<file path="config.mk">
export PLATFORM = sky130hd
export DESIGN_NAME = sd_req_arbiter
export DESIGN_NICKNAME = d
export VERILOG_FILES = /design/src/rtl/sd_req_arbiter.sv
export SDC_FILE = /design/constraint.sdc
export NUM_CORES = 1
export LEC_CHECK = 0
export BUFFER_PORTS_ARGS = -buffer_cell sky130_fd_sc_hd__buf_2
export CAP_MARGIN = 20
export CORE_MARGIN = 2
export CORE_UTILIZATION = 35
export CTS_CLUSTER_SIZE = 8
export DETAILED_ROUTE_END_ITERATION = 7
export PLACE_DENSITY_LB_ADDON = 0.3
export SETUP_SLACK_MARGIN = 0.3
export SLEW_MARGIN = 20
export SYNTH_ARGS = -nofsm -noshare
export SYNTH_HDL_FRONTEND = slang
export SYNTH_SLANG_ARGS = --single-unit
</file>
<file path="constraint.sdc">
create_clock -name clk_sys -period 2.75 [get_ports clk_sys]
set_input_delay 0.1375 -clock clk_sys [delete_from_list [all_inputs] [get_ports clk_sys]]
set_output_delay 0.1375 -clock clk_sys [all_outputs]
set_load 0.005 [all_outputs]
</file>
<file path="src/rtl/sd_req_arbiter.sv">
// Two-client arbiter for the single hps_io virtual-disk sector channel.
// Round-robin on ties, with a watchdog that aborts requests never acknowledged.
module sd_req_arbiter #(
   parameter logic [25:0] TIMEOUT = 26'd50_000_000
) (
   input  logic        clk_sys,
   input  logic        reset,

   input  logic [31:0] c0_lba,
   input  logic        c0_rd,
   input  logic        c0_wr,
   output logic        c0_ack,
   output logic        c0_done,
   output logic        c0_err,
   input  logic [7:0]  c0_buff_din,
   output logic        c0_buff_wr,

   input  logic [31:0] c1_lba,
   input  logic        c1_rd,
   input  logic        c1_wr,
   output logic        c1_ack,
   output logic        c1_done,
   output logic        c1_err,
   input  logic [7:0]  c1_buff_din,
   output logic        c1_buff_wr,

   output logic [31:0] sd_lba,
   output logic        sd_rd,
   output logic        sd_wr,
   input  logic        sd_ack,
   input  logic        sd_buff_wr,
   output logic [7:0]  sd_buff_din,

   output logic        busy,
   output logic        grant
);

   typedef enum logic [1:0] {StIdle, StReq, StXfer, StDone} state_e;

   state_e      state_q, state_d;
   logic        last_q, last_d;
   logic        grant_q, grant_d;
   logic [31:0] sd_lba_q, sd_lba_d;
   logic        sd_rd_q, sd_rd_d;
   logic        sd_wr_q, sd_wr_d;
   logic [25:0] wdog_q, wdog_d;
   logic        c0_ack_q, c0_ack_d;
   logic        c1_ack_q, c1_ack_d;
   logic        c0_done_q, c0_done_d;
   logic        c1_done_q, c1_done_d;
   logic        c0_err_q, c0_err_d;
   logic        c1_err_q, c1_err_d;

   logic pend0, pend1, sel;

   assign pend0 = c0_rd | c0_wr;
   assign pend1 = c1_rd | c1_wr;
   // Tie goes to whichever client was not served last.
   assign sel   = (pend0 & pend1) ? ~last_q : pend1;

   always_comb begin
      state_d   = state_q;
      last_d    = last_q;
      grant_d   = grant_q;
      sd_lba_d  = sd_lba_q;
      sd_rd_d   = sd_rd_q;
      sd_wr_d   = sd_wr_q;
      wdog_d    = wdog_q;
      c0_ack_d  = 1'b0;
      c1_ack_d  = 1'b0;
      c0_done_d = 1'b0;
      c1_done_d = 1'b0;
      c0_err_d  = 1'b0;
      c1_err_d  = 1'b0;

      unique case (state_q)
         StIdle: begin
            // A stale ack from the previous transfer blocks arbitration.
            if (!sd_ack && (pend0 || pend1)) begin
               grant_d  = sel;
               sd_lba_d = sel ? c1_lba : c0_lba;
               sd_rd_d  = sel ? c1_rd : c0_rd;
               sd_wr_d  = sel ? ~c1_rd : ~c0_rd;
               wdog_d   = '0;
               state_d  = StReq;
            end
         end
         StReq: begin
            if (sd_ack) begin
               sd_rd_d  = 1'b0;
               sd_wr_d  = 1'b0;
               c0_ack_d = ~grant_q;
               c1_ack_d = grant_q;
               state_d  = StXfer;
            end else if (wdog_q == TIMEOUT - 26'd1) begin
               sd_rd_d  = 1'b0;
               sd_wr_d  = 1'b0;
               c0_err_d = ~grant_q;
               c1_err_d = grant_q;
               last_d   = grant_q;
               state_d  = StIdle;
            end else begin
               wdog_d = wdog_q + 26'd1;
            end
         end
         StXfer: begin
            c0_ack_d = sd_ack & ~grant_q;
            c1_ack_d = sd_ack & grant_q;
            if (!sd_ack) begin
               c0_done_d = ~grant_q;
               c1_done_d = grant_q;
               state_d   = StDone;
            end
         end
         StDone: begin
            last_d  = grant_q;
            state_d = StIdle;
         end
         default: state_d = StIdle;
      endcase
   end

   always_ff @(posedge clk_sys) begin
      if (reset) begin
         state_q   <= StIdle;
         last_q    <= 1'b1;
         grant_q   <= 1'b0;
         sd_lba_q  <= '0;
         sd_rd_q   <= 1'b0;
         sd_wr_q   <= 1'b0;
         wdog_q    <= '0;
         c0_ack_q  <= 1'b0;
         c1_ack_q  <= 1'b0;
         c0_done_q <= 1'b0;
         c1_done_q <= 1'b0;
         c0_err_q  <= 1'b0;
         c1_err_q  <= 1'b0;
      end else begin
         state_q   <= state_d;
         last_q    <= last_d;
         grant_q   <= grant_d;
         sd_lba_q  <= sd_lba_d;
         sd_rd_q   <= sd_rd_d;
         sd_wr_q   <= sd_wr_d;
         wdog_q    <= wdog_d;
         c0_ack_q  <= c0_ack_d;
         c1_ack_q  <= c1_ack_d;
         c0_done_q <= c0_done_d;
         c1_done_q <= c1_done_d;
         c0_err_q  <= c0_err_d;
         c1_err_q  <= c1_err_d;
      end
   end

   assign sd_lba      = sd_lba_q;
   assign sd_rd       = sd_rd_q;
   assign sd_wr       = sd_wr_q;
   assign grant       = grant_q;
   assign busy        = (state_q != StIdle);
   assign c0_ack      = c0_ack_q;
   assign c1_ack      = c1_ack_q;
   assign c0_done     = c0_done_q;
   assign c1_done     = c1_done_q;
   assign c0_err      = c0_err_q;
   assign c1_err      = c1_err_q;
   assign c0_buff_wr  = sd_buff_wr & ~grant_q & (state_q == StXfer);
   assign c1_buff_wr  = sd_buff_wr & grant_q & (state_q == StXfer);
   assign sd_buff_din = grant_q ? c1_buff_din : c0_buff_din;

endmodule

</file>
== Word-level counts from Yosys, hierarchy flattened ==
Index checks and enable logic that the tools add are counted.
Storage, ports and cells
  output and inout port bits: 52
  flip-flop bits (word level): 70
  input port bits: 88
Cells by class
  equality and inequality tests: 10
  muxes and demuxes: 27
  add/sub/neg operators: 1
  bitwise gates (word level): 16
  reductions and logical operators: 14
Operators by type and width (number)
  $mux 26: 3
  $pmux 26 s2: 1
  $mux 32: 1
  $add 26x1->26 const B: 1
  $eq 26x26->1 const B: 1
  $mux 1: 11
  $ne 2x2->1 const B: 5
  $pmux 1 s2: 5
  $reduce_and 3->1: 3
  $mux 2: 4
  $mux 8: 1
  $pmux 2 s4: 1
  $and 1x1->1: 7
  $not 1->1: 7
  $reduce_bool 2->1: 3
  $eq 2x2->1 const B: 2
  $reduce_and 4->1: 1
  $reduce_or 4->1: 1
  $ne 3x3->1 const B: 1
  $reduce_or 3->1: 1
  $eq 2x1->1 const B: 1
  $logic_not 2->1: 1
  $or 1x1->1: 2
  $reduce_and 2->1: 1
  3 further kinds: 3

== Longest topological paths before layout ==
  depth in word-level cells: 6
  gate-level depth with buffers: 9
  depth with buffers taken out: 7

== Worst setup path before layout ==
Ideal clock, no wire load.
  path kind: register to register
  from: reg wdog_q[0]
  to: reg wdog_q[22]
  data required time: 2.680 ns
  setup slack: 0.789 ns
  cell stages (with the launch flop): 7
  path buffers: 0
  library setup time: 0.070 ns
  data arrival time: 1.891 ns
  cell sequence: dfxtp_1 -> ha_1 -> nand4_4 -> or3_1 -> nor4_1 -> mux2_1 -> a21oi_1
On the way
  longest elaborated chain between the ends: 4
Ends and longest elaborated chain
  start: declaration: RTL line 46  | logic [25:0] wdog_q, wdog_d;
  start signal: assignment: RTL line 145  | wdog_q <= wdog_d;
  $add 26x1->26: RTL line 103  | wdog_d = wdog_q + 26'd1;
  $mux 26: RTL line 95  | end else if (wdog_q == TIMEOUT - 26'd1) begin
  $mux 26: RTL line 89  | if (sd_ack) begin
  $pmux 26 s2: RTL line 76  | unique case (state_q)
Several ways; a longest one is shown, not always the timed one. The select of a mux whose other input is x is not followed.
A chain may end at the register's enable or synchronous reset.

== Final worst setup path ==
Ends and elaborated chain as after synthesis.

==> impl_metrics.yaml <==
run_status:
  status: "complete, no violations"
placement:
  port_buffers: 139
  postPlaceCellArea_um2: 4480
  hpwl_mm: 7.73
  gp_congestion: 0.958
pwr:
  switching_power_w: 0.000782
  switching_share_pct: 32.3
  vdd_ir_drop_max_uv: 244
  seqPwrFrac_pct: 46.2
  p_int_w: 0.00164
  power_leakage_nw: 2.06
  pwr-share-clk_pct: 33.6
  combPwrFrac_pct: 20.2
  powerDensity_nw_per_um2: 519
  power_w: 0.00242
cells_and_area:
  fill_cells: 1018
  regArea_um2: 1400
  multi_input_area_um2: 2100
  final_cell_mix: "139 x buf_2, 70 x dfxtp_1, 54 x nor2_1"
  layout_commonest_cell: "buf_2"
  drive_gt1_share_pct: 32.9
  diodes: 0
  post-route-util_pct: 45.6
  nets: 649
  final_area_um2: 4670
  area_growth_pct: 27.9
setup_path:
  start_kind: "flop"
  cp_max_fo: 6
  cp.arrival_ps: 2550
  cp.required_ps: 3040
  path_class: "flop to flop"
  endpoint_kind: "flop"
clocking:
  ctsRootBufferMaster: "clkbuf_8"
  htreeDepth: 3
  worstSkewPairLatency_ps: 370
  hold_buffers: 0
  postCtsSetupBuffers: 0
  cts.sinks: 70
  cts_resized: 0
  cts_buffer_depth: 2
  cts_tree: "built"
  path_clk_slew_ps: 100
  cts_made_buffers: 9
route:
  vias_per_cell: 5.32
  routed_wl_mm: 10.6
  ant_nets: 0
  drc: 0
  wl_per_cell_um: 15.2
  drtIter0Drc: 198
  dr.pass1.iters: 5
  via_count: 3705
timing:
  post-route-min-period_ps: 2260
  hold_viol: 0
  fin_crit_sh_pct: 82.0
  rsz0062_at_grt: "false"
  fmax_ghz: 0.443
  setup_violations: 0
  tns_ps: 0
  drv_slew: 0
  fin_skew_ps: 14.9
  worst_pin_slew_ps: 901
  maxSlewHeadroom_pct: 39.7
die:
  die-height_um: 106
  io_pins: 140
  core.rowCount: 37
  start_util_pct: 35.7
  die_w_um: 106
  die_area_um2: 11300
  core_um2: 10200
synth:
  syn_inst: 425
  synth_nets: 519
  yosys_warnings: 0
  synthArstFlopShare_pct: 0
  synth_edf_count: 0
  postSynthAreaPerCell_um2: 8.59
  synth.distinct_cells: 58
  ys_seq_area_share_pct: 38.4
  ys.flop_type: "dfxtp_1"
  ys_ff_latch: 70
  syn_area_um2: 3650
grt:
  grtUsageTotal_pct: 19.1
  grt_pass1_wl_mm: 17.2
  antenna_found_initial: 0
  grt_max_degree: 66
  overflow: 0
  grt_pass1_vias: 3514
job:
  drv_cap: 0
worst_hold_path:
  hold_path_class: "input pin to flop"
-- worst max-delay path, stage by stage, from the launching register on --
cell     delay (ps)
dfxtp_1         420
ha_1            300
nand4_4         170
or3_1           430
nor4_1          360
mux2_1          360
a21oi_1         140
-- Yosys cell counts, drive strengths merged, types with 2 or more instances --
cell type	instances	area share (%)
o211ai	4	0.82
nor3	8	1.4
a22oi	2	0.41
mux2	9	2.8
nand2	25	2.6
o21ai	19	2.6
xor2	2	0.48
buf	16	2.2
a21oi	26	3.7
nand2b	3	0.51
mux2i	33	9.1
nor2	55	5.7
a31oi	5	0.86
or3	5	0.86
clkbuf	13	1.3
a311oi	4	0.96
and3	3	0.51
nand3b	2	0.41
and4	2	0.55
inv	10	1.0
or2	3	0.51
a41oi	4	0.96
nor4	7	1.5
ha	6	2.1
o41ai	3	0.72
nor4b	4	0.96
dfxtp	70	38
nand3	17	2.5
o311ai	2	0.48
nor2b	4	0.69
or4	4	0.82
nand4	11	2.5
a211oi	33	6.8
-- layer usage --
metal	track usage (%)	part of all wire, %	vias to the layer above
met2	31.5	48	151
li1	-	-	1853
met3	5.09	8.4	17
met5	0	0	-
met4	8.18	2.0	0
met1	23.5	42	1684
-- cells by family after synthesis --
logic type | count (synthesis) | synth area share [%]
AND/OR/NAND/NOR | 156 | 22.6
adder cells (fa/ha/maj) | 6 | 2.06
XOR/XNOR | 2 | 0.480
AO/OA/AOI/OAI | 110 | 20.1
multiplexers | 42 | 11.8
buffers and inverters | 39 | 4.56
flip-flops | 70 | 38.4
-- per-stage QoR --
stage | hold WS, ps | cells | setup WS [ps]
after CTS | 87.0 | 696 | 513
after global routing | 98.2 | 696 | 378
after global placement | 473 | 680 | 658
after floorplan | 346 | 425 | 789
final | 97.6 | 696 | 494
after detailed placement | 478 | 680 | 546
-- cell type report --
| type | count | area share (%) |
|---|---|---|
| Clock buffer | 9 | 2.65 |
| Tap cell | 136 | 3.64 |
| Clock inverter | 7 | 1.34 |
| Timing Repair Buffer | 148 | 16.6 |
| Sequential cell | 70 | 30.0 |
| Multi-Input combinational cell | 316 | 44.9 |
| Inverter | 10 | 0.804 |
-- state kept, by name, summed over array words and instances, names as in the netlist, named ones only --
| name | flops |
|---|---|
| wdog_q | 26 |
| c0_err | 1 |
| sd_lba | 32 |
| c1_ack | 1 |
| grant | 1 |
| state_q | 1 |
| sd_wr | 1 |
| last_q | 1 |
| c1_done | 1 |
| c1_err | 1 |
| c0_done | 1 |
| sd_rd | 1 |
| c0_ack | 1 |
-- path summary, 6_finish.rpt --
path,endpoint,depth (start not counted),slack [ps],start
max reg2reg,wdog_q[22],6,490,wdog_q[0]
min,sd_lba[1],3,100,c1_lba[1]
max,wdog_q[22],6,490,wdog_q[0]
min reg2reg,sd_wr,2,490,sd_wr
-- power groups by stage --
stage | Clock (W) | Sequential (W) | Combinational, W
CTS | 0.000836 | 0.00112 | 0.000493
finish | 0.000815 | 0.00112 | 0.000490
global placement | 0 | 0.00114 | 0.000481
detailed placement | 0 | 0.00114 | 0.000492
global route | 0.000879 | 0.00113 | 0.000546
floorplan | 0 | 0.00114 | 0.000274
(Power assumes the default switching activity.)
